File: config.mk
export PLATFORM = sky130hd
export DESIGN_NAME = mic_i2s_dac_tx
export DESIGN_NICKNAME = d
export VERILOG_FILES = /design/src/rtl/mic_audio_pkg.sv /design/src/rtl/mic_sample_fifo.sv /design/src/rtl/mic_i2s_dac_tx.sv
export SDC_FILE = /design/constraint.sdc
export NUM_CORES = 1
export LEC_CHECK = 0
export CAP_MARGIN = 20
export CORE_MARGIN = 2
export CORE_UTILIZATION = 45
export DETAILED_ROUTE_END_ITERATION = 10
export SKIP_CTS_REPAIR_TIMING = 1
export SLEW_MARGIN = 5
export SYNTH_ARGS = -nofsm -noshare
export SYNTH_HDL_FRONTEND = slang
export SYNTH_SLANG_ARGS = --single-unit
File: constraint.sdc
create_clock -name clk -period 3.3 [get_ports clk]
set_input_delay 0.33 -clock clk [delete_from_list [all_inputs] [get_ports clk]]
set_output_delay 0.33 -clock clk [all_outputs]
set_load 0.01 [all_outputs]
File: src/rtl/mic_audio_pkg.sv
// Shared types and constants for the mic_system audio paths.
//   CH_W_DEF       default bits per channel
//   SYNC_STAGES    flops in each clock-domain-crossing synchroniser
//   stereo_word_t  {left, right} sample pair as carried on the stream
//   tx_state_e     I2S transmitter frame state
package mic_audio_pkg;

  localparam int unsigned CH_W_DEF    = 16;
  localparam int unsigned SYNC_STAGES = 2;

  typedef struct packed {
    logic [CH_W_DEF-1:0] left;
    logic [CH_W_DEF-1:0] right;
  } stereo_word_t;

  typedef enum logic [1:0] {
    ST_IDLE  = 2'd0,
    ST_LEFT  = 2'd1,
    ST_RIGHT = 2'd2
  } tx_state_e;

endpackage

File: src/rtl/mic_sample_fifo.sv
// Synchronous FIFO holding stereo sample words between the stream input and
// the I2S serialiser.
//   clk_i, reset_i   clock, asynchronous active-high reset
//   push_i, wdata_i  write request / data (ignored when full)
//   pop_i            read request (ignored when empty)
//   rdata_o          head-of-queue word
//   level_o          words held; full_o / empty_o flags
module mic_sample_fifo #(
  parameter int unsigned DEPTH = 4,
  parameter int unsigned WIDTH = 32
) (
  input  logic                     clk_i,
  input  logic                     reset_i,
  input  logic                     push_i,
  input  logic [WIDTH-1:0]         wdata_i,
  input  logic                     pop_i,
  output logic [WIDTH-1:0]         rdata_o,
  output logic [$clog2(DEPTH):0]   level_o,
  output logic                     full_o,
  output logic                     empty_o
);

  localparam int unsigned PTR_W = $clog2(DEPTH);
  localparam int unsigned LVL_W = PTR_W + 1;

  logic [WIDTH-1:0] mem_q [DEPTH];
  logic [PTR_W-1:0] wr_ptr_q, wr_ptr_d;
  logic [PTR_W-1:0] rd_ptr_q, rd_ptr_d;
  logic [LVL_W-1:0] level_q, level_d;
  logic             full_q, full_d;
  logic             empty_q, empty_d;
  logic             push_acc_c;
  logic             pop_acc_c;

  assign push_acc_c = push_i & ~full_q;
  assign pop_acc_c  = pop_i & ~empty_q;

  // Pointer/level bookkeeping; flags are precomputed so they come from flops.
  always_comb begin
    wr_ptr_d = wr_ptr_q;
    rd_ptr_d = rd_ptr_q;
    if (push_acc_c) wr_ptr_d = wr_ptr_q + PTR_W'(1);
    if (pop_acc_c)  rd_ptr_d = rd_ptr_q + PTR_W'(1);
    level_d = level_q + LVL_W'(push_acc_c) - LVL_W'(pop_acc_c);
    full_d  = (level_d == LVL_W'(DEPTH));
    empty_d = (level_d == '0);
  end

  always_ff @(posedge clk_i or posedge reset_i) begin
    if (reset_i) begin
      wr_ptr_q <= '0;
      rd_ptr_q <= '0;
      level_q  <= '0;
      full_q   <= 1'b0;
      empty_q  <= 1'b1;
    end else begin
      wr_ptr_q <= wr_ptr_d;
      rd_ptr_q <= rd_ptr_d;
      level_q  <= level_d;
      full_q   <= full_d;
      empty_q  <= empty_d;
    end
  end

  // Storage needs no reset: the level gates every read.
  always_ff @(posedge clk_i) begin
    if (push_acc_c) mem_q[wr_ptr_q] <= wdata_i;
  end

  assign rdata_o = mem_q[rd_ptr_q];
  assign level_o = level_q;
  assign full_o  = full_q;
  assign empty_o = empty_q;

endmodule

File: src/rtl/mic_i2s_dac_tx.sv
// I2S transmitter for the codec DAC line, slaved to codec-mastered BCLK/LRCK.
//   clk, reset            system clock (>= 8x bclk), async active-high reset
//   enable                transmit enable (level)
//   s_data/s_valid/s_ready  stereo word stream {left, right}
//   aud_bclk, aud_daclrck codec clocks (asynchronous); lrck 0 = left
//   aud_dacdat            serial data, MSB first, one bclk after LRCK edge
//   fifo_level            words buffered
//   underrun_cnt          saturating count of left frames started empty
//   frame_tick            one-clk pulse at each active left-frame start
module mic_i2s_dac_tx
  import mic_audio_pkg::*;
#(
  parameter int unsigned CH_W       = CH_W_DEF,
  parameter int unsigned FIFO_DEPTH = 4,
  parameter int unsigned CNT_W      = 16
) (
  input  logic                          clk,
  input  logic                          reset,
  input  logic                          enable,
  input  logic [2*CH_W-1:0]             s_data,
  input  logic                          s_valid,
  output logic                          s_ready,
  input  logic                          aud_bclk,
  input  logic                          aud_daclrck,
  output logic                          aud_dacdat,
  output logic [$clog2(FIFO_DEPTH):0]   fifo_level,
  output logic [CNT_W-1:0]              underrun_cnt,
  output logic                          frame_tick
);

  localparam int unsigned WORD_W = 2 * CH_W;
  localparam int unsigned BIT_W  = $clog2(CH_W + 1);

  // FIFO
  logic [WORD_W-1:0] fifo_rdata;
  logic              fifo_full;
  logic              fifo_empty;
  logic              pop_c;

  mic_sample_fifo #(
    .DEPTH (FIFO_DEPTH),
    .WIDTH (WORD_W)
  ) u_fifo (
    .clk_i   (clk),
    .reset_i (reset),
    .push_i  (s_valid),
    .wdata_i (s_data),
    .pop_i   (pop_c),
    .rdata_o (fifo_rdata),
    .level_o (fifo_level),
    .full_o  (fifo_full),
    .empty_o (fifo_empty)
  );

  assign s_ready = ~fifo_full;

  // Synchronisers; bclk carries one extra stage for edge detection.
  logic [SYNC_STAGES:0]   bclk_sync_q;
  logic [SYNC_STAGES-1:0] lrck_sync_q;
  logic                   bclk_rise_c;
  logic                   bclk_fall_c;
  logic                   lrck_s;

  always_ff @(posedge clk or posedge reset) begin
    if (reset) begin
      bclk_sync_q <= '0;
      lrck_sync_q <= '0;
    end else begin
      bclk_sync_q <= {bclk_sync_q[SYNC_STAGES-1:0], aud_bclk};
      lrck_sync_q <= {lrck_sync_q[SYNC_STAGES-2:0], aud_daclrck};
    end
  end

  assign bclk_rise_c = bclk_sync_q[SYNC_STAGES-1] & ~bclk_sync_q[SYNC_STAGES];
  assign bclk_fall_c = ~bclk_sync_q[SYNC_STAGES-1] & bclk_sync_q[SYNC_STAGES];
  assign lrck_s      = lrck_sync_q[SYNC_STAGES-1];

  // Frame state and serialiser
  tx_state_e         state_q, state_d;
  logic              lrck_smp_q, lrck_smp_d;
  logic              pend_q, pend_d;
  logic [CH_W-1:0]   shift_q, shift_d;
  logic [BIT_W-1:0]  bits_q, bits_d;
  logic              dat_q, dat_d;
  logic [CH_W-1:0]   right_q, right_d;
  logic [CNT_W-1:0]  und_q, und_d;
  logic              tick_q, tick_d;
  logic              enter_left_c;
  logic              enter_right_c;

  always_ff @(posedge clk or posedge reset) begin
    if (reset) begin
      state_q    <= ST_IDLE;
      lrck_smp_q <= 1'b0;
      pend_q     <= 1'b0;
      shift_q    <= '0;
      bits_q     <= '0;
      dat_q      <= 1'b0;
      right_q    <= '0;
      und_q      <= '0;
      tick_q     <= 1'b0;
    end else begin
      state_q    <= state_d;
      lrck_smp_q <= lrck_smp_d;
      pend_q     <= pend_d;
      shift_q    <= shift_d;
      bits_q     <= bits_d;
      dat_q      <= dat_d;
      right_q    <= right_d;
      und_q      <= und_d;
      tick_q     <= tick_d;
    end
  end

  always_comb begin
    state_d       = state_q;
    lrck_smp_d    = lrck_smp_q;
    pend_d        = pend_q;
    shift_d       = shift_q;
    bits_d        = bits_q;
    dat_d         = dat_q;
    right_d       = right_q;
    und_d         = und_q;
    tick_d        = 1'b0;
    pop_c         = 1'b0;
    enter_left_c  = 1'b0;
    enter_right_c = 1'b0;

    // LRCK is judged only at bclk rises, the same instant the codec samples it.
    if (bclk_rise_c) begin
      lrck_smp_d = lrck_s;
      if (lrck_s != lrck_smp_q) begin
        case (state_q)
          ST_IDLE:  enter_left_c  = ~lrck_s & enable;
          ST_LEFT:  enter_right_c = lrck_s;
          ST_RIGHT: begin
            if (!lrck_s) begin
              if (enable) begin
                enter_left_c = 1'b1;
              end else begin
                state_d = ST_IDLE;
                pend_d  = 1'b0;
                bits_d  = '0;
              end
            end
          end
          default:  state_d = ST_IDLE;
        endcase
      end
    end

    // New left frame: take a word, or count an underrun and send silence.
    if (enter_left_c) begin
      state_d = ST_LEFT;
      pend_d  = 1'b1;
      tick_d  = 1'b1;
      if (!fifo_empty) begin
        pop_c   = 1'b1;
        shift_d = fifo_rdata[WORD_W-1:CH_W];
        right_d = fifo_rdata[CH_W-1:0];
      end else begin
        shift_d = '0;
        right_d = '0;
        if (!(&und_q)) und_d = und_q + CNT_W'(1);
      end
    end

    if (enter_right_c) begin
      state_d = ST_RIGHT;
      pend_d  = 1'b1;
      shift_d = right_q;
    end

    // The first fall after a transition carries the MSB (one-bit I2S delay).
    if (bclk_fall_c) begin
      if (pend_q) begin
        dat_d   = shift_q[CH_W-1];
        shift_d = {shift_q[CH_W-2:0], 1'b0};
        bits_d  = BIT_W'(CH_W - 1);
        pend_d  = 1'b0;
      end else if (bits_q != '0) begin
        dat_d   = shift_q[CH_W-1];
        shift_d = {shift_q[CH_W-2:0], 1'b0};
        bits_d  = bits_q - BIT_W'(1);
      end else begin
        dat_d = 1'b0;
      end
    end
  end

  assign aud_dacdat   = dat_q;
  assign underrun_cnt = und_q;
  assign frame_tick   = tick_q;

endmodule
==> qor.yml, run 1 <==
initial_core_util_pct: 45.6
post-route-util_pct: 54.7
cpMostUsedCell: "ha_1"
crit_arrival_ns: 2.82
slew_headroom_pct: 40.4
fp.dieH_um: 138
power_mw: 7.72
synth.distinct_cells: 54
vias: 4398
drive_gt1_share_pct: 17.5
ys.flop_type: "edfxtp_1"
finalSetupViolations: 0
h-tree-depth: 1
hold_class: "in2async"
area_delta_synth_final_pct: 20.1
synth-adder-area-share_pct: 1.48
fin_worst_skew_ns: 0.0114
synth_compound_area_share_pct: 8.56
io_buffer_count: 59
hpwl_um: 9290
hold_violations: 0
tightest_slew_ns: 0.894
wl_per_cell_um: 19.3
final_area_um2: 9720
grt_max_degree: 47
fin_crit_ns: 2.43
numCtsBuffers: 22
yosys_warnings: 0
grt_pass1_vias: 4595
final_net_count: 596
final_common_cell: "edfxtp_1"
critPathCaptureType: "flop"
critical_path.max_fanout: 7
final_cells: 794
synth_seq_cells: 201
die_area_um2: 19100
drc: 0
syn_area_per_cell_um2: 16.9
dp_slack_ns: 0.594
overflow: 0
setup-tns-final_ns: 0
grt_antenna_before_repair: 0
path_cells: "and4bb_1, nor3b_4, ha_1, inv_1, ha_1, fa_1, xnor2_1, nor3b_1"
grt.met1_usage_pct: 22.2
most-common-layout-cells: "128 x edfxtp_1, 71 x dfrtp_1, 59 x clkdlybuf4s50_1"
use_met3_pct: 2.36
r2r_start: "lrck_sync_q[1]"
synth_xor_area_share_pct: 1.95
path_clk_slew_ns: 0.06
p_leak_nw: 3.66
max-cap-violations: 0
insertion_delay_ns: 0.50
slew_viol_final: 0
max_freq_mhz: 412
worst-setup-path-type: "reg2reg"
synth_edf_count: 128
r2r_slack_ns: 0.87
cpPeakStageDelay_ns: 0.47
yosys-mux-area-fraction_pct: 9.16
timing.hold.ws_ns: 0.0403
period_share_pct: 73.6
crit_family: "simple AND/OR/NAND/NOR gates"
startpoint_type: "flop"
power.density_nw_per_um2: 794
cts_buffer_depth: 3
synthSimpleGateAreaFrac_pct: 6.52
slowest_stage: "dfrtp_1"
ant_nets: 0
worstReg2RegEnd: "u_fifo.full_o"
setup_ws_ns: 0.870
ys_seq_area_share_pct: 70.0
vias_per_cell: 5.54
busiest_layer: "met2"
outcome: "finished, final reports clean"
core_um2: 17800
clock-root-buffer: "clkbuf_16"
vdd_ir_drop_max_uv: 512
syn-instance-count: 480
use_met2_pct: 27.7
drt_pre_antenna_iters: 4
dp_cells: 753
drtIter0Drc: 231
netlist_area_um2: 8100
rsz0062_at_grt: "no"
r2r_cells: 8
syn-num-nets: 527
num_antenna_cells: 0
ys_async_sr_fraction_pct: 36.3
worst-path-buf-inv: 1
die-width_um: 138
cts_tree: "built"
routed_wirelength_um: 15300
synth_top_family_by_area: "multiplexers"
cts.sinks: 201
fp-row-count: 49
gp_congestion: 0.731
grt_pass1_wl_um: 25100
io_pins: 60
dpl_cell_area_um2: 8950
grt.total_usage_pct: 16.4
worstPathRequired_ns: 3.69
## worst max-delay path by stage
stage	startpoint	to	slack [ns]	depth (start not counted)
2_1_floorplan	lrck_sync_q[1]	u_fifo.full_o	0.83	9
3_3_place_gp	enable	u_fifo.full_o	0.73	9
3_5_place_dp	enable	u_fifo.full_o	0.59	9
4_1_cts	state_q[0]	u_fifo.full_o	0.86	8
5_1_grt	state_q[0]	u_fifo.full_o	0.73	8
6_report	lrck_sync_q[1]	u_fifo.full_o	0.87	8
## worst reg2reg max path: stages (launching register included)
cell and delay [ns]:
dfrtp_1 0.47, and4bb_1 0.36, nor3b_4 0.22, ha_1 0.15
inv_1 0.04, ha_1 0.18, fa_1 0.38, xnor2_1 0.27
nor3b_1 0.27
## metal layers
metal | up-vias | part of all wire (%)
li1 | 2017 | -
met1 | 2254 | 44
met2 | 96 | 51
met3 | 31 | 3.2
met4 | 0 | 2.6
met5 | - | 0
## cells by family after synthesis
logic type | Yosys count
DFF | 201
xor gates and xnor gates | 18
adders and majority gates | 9
buffers and inverters | 43
AOI/OAI and AO/OA | 87
and+or+nand+nor | 88
muxes | 34
## cells in the mapped netlist, types with 6 or more instances
cell | n | share of area [%]
a22o_1 | 17 | 1.8
xor2_1 | 12 | 1.3
xnor2_1 | 6 | 0.65
buf_2 | 8 | 0.49
nand3_1 | 20 | 1.2
clkbuf_1 | 13 | 0.60
nand2_1 | 10 | 0.46
a21oi_1 | 24 | 1.5
and2_1 | 7 | 0.54
inv_1 | 18 | 0.83
ha_1 | 8 | 1.2
dfrtp_1 | 72 | 22
edfxtp_1 | 128 | 47
mux4_2 | 32 | 8.9
nor2_1 | 21 | 0.97
a221oi_2 | 9 | 1.7
a221oi_1 | 6 | 0.65
o21ai_0 | 11 | 0.68
## flip-flops by register name, summed over array words and instances, names as in the netlist
name and count:
aud_dacdat 1, right_q 16, bits_q 5, lrck_sync_q 2
u_fifo.level_o 3, frame_tick 1, lrck_smp_q 1, u_fifo.wr_ptr_q 2
underrun_cnt 16, bclk_sync_q 3, state_q 2, u_fifo.empty_o 1
u_fifo.full_o 1, u_fifo.rd_ptr_q 2, pend_q 1, shift_q 16
u_fifo.mem_q 128
## power breakdown
| part | internal [mW] | leakage [nW] | switching, mW |
|---|---|---|---|
| Sequential | 3.29 | 2.07 | 0.323 |
| Combinational | 0.807 | 1.22 | 0.821 |
| Clock | 1.53 | 0.369 | 0.947 |
| Total | 5.63 | 3.66 | 2.09 |
## cell type report
| class | instances | area, µm² |
|---|---|---|
| inverter | 18 | 67.6 |
| timing repair buffer | 70 | 698 |
| tap | 229 | 287 |
| clock buffer | 34 | 656 |
| fill | 1405 | 8060 |
| multi-input combinational | 236 | 2240 |
| clock inverter | 6 | 101 |
| sequential | 201 | 5670 |
(Power assumes the default switching activity.)
==> run 2: changes to the inputs <==
- clock period: 3.3 -> 2.4 ns (I/O delays scaled with it)
==> qor.yml, run 2 (synthesized netlist as in run 1, its figures left out) <==
outcome: "finished, final reports clean"
io_buffer_count: 59  # unchanged
regMostFlops: "u_fifo.mem_q"
fp-row-count: 49  # unchanged
clock-root-buffer: "clkbuf_16"
vdd_ir_drop_max_uv: 539  # +5.3%
cts_buffer_depth: 3  # unchanged
critical_path.max_fanout: 3  # -4
grt_pass1_wl_um: 25100  # -0.11%
grt_max_degree: 74  # +57%
critPathCaptureType: "flop"
slew_viol_final: 0  # unchanged
power_mw: 10.4  # +35%
grt.total_usage_pct: 16.4  # about the same
grt_antenna_before_repair: 0  # unchanged
final_net_count: 604  # +1.3%
h-tree-depth: 1  # unchanged
die_area_um2: 19100  # unchanged
drive_gt1_share_pct: 18.7  # +1.2 points
ff_latch_area_um2: 5670  # about the same
path_cells: "and4bb_1, nor3b_4, ha_1, inv_1, ha_1, fa_1, xnor2_2, nor3b_1"
power.density_nw_per_um2: 1060  # +34%
post-route-util_pct: 54.9  # +0.26 points
path_clk_slew_ns: 0.06  # about the same
io_pins: 60  # unchanged
hold_violations: 0  # unchanged
multi_input_area_um2: 2250  # +0.34%
worst-setup-path-type: "reg2reg"
ant_nets: 0  # unchanged
n_fill_cell: 1415  # +0.71%
worstReg2RegEnd: "u_fifo.full_o"
most-common-layout-cells: "128 x edfxtp_1, 70 x dfrtp_1, 59 x clkdlybuf4s50_1"
fp.dieH_um: 138  # unchanged
hpwl_um: 9250  # -0.41%
startpoint_type: "flop"
insertion_delay_ns: 0.49  # about the same
cpPeakStageDelay_ns: 0.40  # -0.07 ns
wl_per_cell_um: 18.9  # -2.4%
cp-startpoint: "lrck_sync_q[1]"
p_leak_nw: 3.68  # +0.46%
vias: 4401  # +0.068%
endpoint: "u_fifo.full_o"
largest_register_ffs: 128  # unchanged
area_delta_synth_final_pct: 20.6
worstPathRequired_ns: 2.80  # -0.89 ns
crit_arrival_ns: 2.57  # -0.25 ns
drtIter0Drc: 214  # -7.4%
r2r_slack_ns: 0.22  # -0.65 ns
core_um2: 17800  # unchanged
initial_core_util_pct: 45.6  # unchanged
tightest_slew_ns: 0.827  # -0.0672 ns
period_share_pct: 90.7  # +17 points
r2r_cells: 8  # unchanged
finalSetupViolations: 0  # unchanged
num_antenna_cells: 0  # unchanged
drt_pre_antenna_iters: 4  # unchanged
slew_headroom_pct: 44.9  # +4.5 points
fin_worst_skew_ns: 0.0171  # +0.00573 ns
rsz0062_at_grt: "no"
numCtsBuffers: 21  # -4.5%
routed_wirelength_um: 15100  # -1.6%
r2r_start: "lrck_sync_q[1]"
fin_crit_ns: 2.18  # -0.252 ns
gp_congestion: 0.752  # +2.9%
max_freq_mhz: 459  # +12%
final_common_cell: "edfxtp_1"
hold_class: "in2async"
max-cap-violations: 0  # unchanged
drc: 0  # unchanged
cts.sinks: 201  # unchanged
cts_tree: "built"
vias_per_cell: 5.50  # -0.68%
cpMostUsedCell: "ha_1"
die-width_um: 138  # unchanged
grt_pass1_vias: 4686  # +2.0%
slowest_stage: "dfrtp_2"
overflow: 0  # unchanged
run 2: worst min path at each step:
stage	from	to	slack (ns)	cells past startpoint
final	reset	underrun_cnt[13]	0.13	3
after global routing	reset	underrun_cnt[13]	0.18	3
after CTS	reset	underrun_cnt[13]	0.16	3
after detailed placement	bclk_sync_q[0]	bclk_sync_q[1]	0.35	0
after global placement	bclk_sync_q[0]	bclk_sync_q[1]	0.34	0
after floorplan	aud_bclk	bclk_sync_q[0]	0.27	0
run 2: where the power goes:
part | switching [mW] | total [mW] | internal (mW)
Clock | 1.24 | 3.06 | 1.82
Combinational | 1.19 | 2.42 | 1.22
Sequential | 0.395 | 4.92 | 4.52
run 2: cell type report:
cell class / instances / area share [%]
sequential: 201 / 58.1
multi-input combinational: 236 / 23.0
timing repair buffer: 79 / 8.61
clock buffer: 26 / 5.57
tap: 229 / 2.93
clock inverter: 11 / 1.10
inverter: 18 / 0.692
run 2: stage by stage:
| stage | setup TNS [ns] | cells | area (µm²) | hold WS, ns | worst slack [ns] |
|---|---|---|---|---|---|
| detailed placement | -0.110 | 763 | 9110 | 0.345 | -0.110 |
| global route | 0 | 800 | 9770 | 0.179 | 0.0749 |
| finish | 0 | 800 | 9770 | 0.130 | 0.222 |
| floorplan | 0 | 480 | 8110 | 0.271 | 0.0102 |
| global placement | 0 | 763 | 9110 | 0.344 | 0.0233 |
| CTS | 0 | 800 | 9760 | 0.163 | 0.171 |
run 2: metal layers:
| layer | global-route usage (%) | up-vias | part of all wire, % |
|---|---|---|---|
| met2 | 27.3 | 80 | 50 |
| met3 | 2.70 | 22 | 3.6 |
| li1 | - | 2032 | - |
| met5 | 0 | - | 0 |
| met1 | 22.7 | 2267 | 45 |
| met4 | 4.78 | 0 | 1.8 |
run 2: worst max-delay path: cells and delay by family, from the launching register on:
family                     cells  cell delay, ns
DFF                            1            0.40
and+or+nand+nor                3            0.74
buffers and inverters          1            0.04
adders and majority gates      3            0.73
xor gates and xnor gates       1            0.17
==> run 3: changes to the inputs <==
- RECOVER_POWER: unset -> 100
==> qor.yml, run 3 (synthesized netlist as in run 1, its figures left out) <==
slowest_stage: "or4b_1"
hold_violations: 0  # unchanged
fin_worst_skew_ns: 0.0170  # -0.0000972 ns
worstPathRequired_ns: 2.77  # -0.03 ns
hpwl_um: 9250  # unchanged
worst-setup-path-type: "reg2reg"
violations: "max-capacitance violations, max-slew violations"
cts.sinks: 201  # unchanged
worstHoldStart: "aud_daclrck"
timing.hold.ws_ns: 0.313  # +0.184 ns
r2r_start: "bits_q[0]"
r2r_cells: 6  # -2
drive_gt1_share_pct: 16.8  # -1.9 points
cts_tree: "built"
most-common-layout-cells: "128 x edfxtp_1, 70 x dfrtp_1, 56 x dlygate4sd3_1"
area_delta_synth_final_pct: 18.9
regMostFlops: "u_fifo.mem_q"
drtIter0Drc: 244  # +14%
io_pins: 60  # unchanged
path_clk_slew_ns: 0.06  # about the same
drt_pre_antenna_iters: 4  # unchanged
cpPeakStageDelay_ns: 0.60  # +0.20 ns
dpl_cell_area_um2: 9110  # unchanged
overflow: 0  # unchanged
gp_congestion: 0.752  # unchanged
die_area_um2: 19100  # unchanged
post-route-util_pct: 54.2  # -0.77 points
hold_end: "lrck_sync_q[0]"
fp.dieH_um: 138  # unchanged
wl_per_cell_um: 18.9  # about the same
largest_register_ffs: 128  # unchanged
worstReg2RegEnd: "shift_q[3]"
io_buffer_count: 59  # unchanged
period_share_pct: 92.0  # +1.2 points
num_antenna_cells: 0  # unchanged
critical_path.max_fanout: 16  # +13
crit_family: "compound AO/OA/AOI/OAI gates"
outcome: "complete, but fails checks"
drc: 0  # unchanged
final_net_count: 604  # unchanged
cts_buffer_depth: 3  # unchanged
initial_core_util_pct: 45.6  # unchanged
routed_wirelength_um: 15100  # about the same
fp-row-count: 49  # unchanged
crit_arrival_ns: 2.57  # about the same
vdd_ir_drop_max_uv: 538  # -0.11%
max_freq_mhz: 453  # -1.3%
final_area_um2: 9630  # -1.4%
critPathCaptureType: "flop"
h-tree-depth: 1  # unchanged
insertion_delay_ns: 0.49  # about the same
p_leak_nw: 3.64  # -1.1%
numCtsBuffers: 21  # unchanged
final_common_cell: "edfxtp_1"
startpoint_type: "flop"
fin_crit_ns: 2.21  # +0.0294 ns
slew_headroom_pct: -20.7  # -66 points
grt.total_usage_pct: 16.4  # unchanged
tightest_slew_ns: 1.81  # +0.984 ns
vias: 4410  # +0.20%
rsz0062_at_grt: "no"
core_um2: 17800  # unchanged
grt_antenna_before_repair: 0  # unchanged
clock-root-buffer: "clkbuf_16"
grt_pass1_vias: 4686  # unchanged
slew_viol_final: 74  # +74
ant_nets: 0  # unchanged
hold_class: "in2reg"
grt_pass1_wl_um: 25100  # unchanged
hold_depth: 1
crit_cells: 6  # -2
vias_per_cell: 5.51  # +0.20%
path_cells: "inv_1, ha_1, or4b_1, o21a_4, a221oi_1, a21oi_1"
die-width_um: 138  # unchanged
worst-path-buf-inv: 1  # unchanged
grt_max_degree: 74  # unchanged
r2r_slack_ns: 0.19  # -0.03 ns
finalSetupViolations: 0  # unchanged
max-cap-violations: 1  # +1
power.density_nw_per_um2: 1070  # +0.20%
-- run 3: changes by cell type in the layout (fill, tap and decap cells not counted), moves of 4 or more --
cell             change
and2_0               +4
and2_1               -4
a221oi_1             +4
clkbuf_4             +4
clkdlybuf4s50_1     -56
buf_4                -4
dlygate4sd3_1       +56
a221oi_2             -4
buf_12               -5
-- run 3: layer usage --
layer	part of all wire, %	GRT usage (%)	vias up
met2	50	27.3	88
met3	4.3	2.70	22
met1	44	22.7	2269
li1	-	-	2031
met4	1.8	4.78	0
met5	0	0	-
-- run 3: power by group --
part | switching [mW] | total [mW] | internal (mW)
Combinational | 1.17 | 2.30 | 1.13
Clock | 1.23 | 3.06 | 1.82
Sequential | 0.385 | 4.91 | 4.53
Total | 2.79 | 10.3 | 7.48
-- run 3: worst max-delay path by stage --
stage,from,endpoint,slack (ns)
3_3_place_gp,enable,u_fifo.full_o,0.02
5_1_grt,bits_q[0],shift_q[13],0.06
2_1_floorplan,lrck_sync_q[1],u_fifo.full_o,0.01
3_5_place_dp,enable,u_fifo.full_o,-0.11
4_1_cts,lrck_sync_q[1],u_fifo.full_o,0.17
6_report,bits_q[0],shift_q[3],0.19
-- run 3: cell type report --
cell class | instances | area [µm²]
fill | 1434 | 8150
sequential | 201 | 5670
multi-input combinational | 236 | 2190
timing repair buffer | 79 | 762
clock buffer | 26 | 544
tap | 229 | 287
clock inverter | 11 | 108
inverter | 18 | 67.6
-- run 3: per-stage QoR --
stage | setup TNS, ns | std cells | power [mW] | worst slack (ns)
final | 0 | 800 | 10.3 | 0.193
after global routing | 0 | 800 | 10.9 | 0.0552
after CTS | 0 | 800 | 10.5 | 0.171
after detailed placement | -0.110 | 763 | 7.43 | -0.110
after global placement | 0 | 763 | 7.34 | 0.0233
after floorplan | 0 | 480 | 6.52 | 0.0102
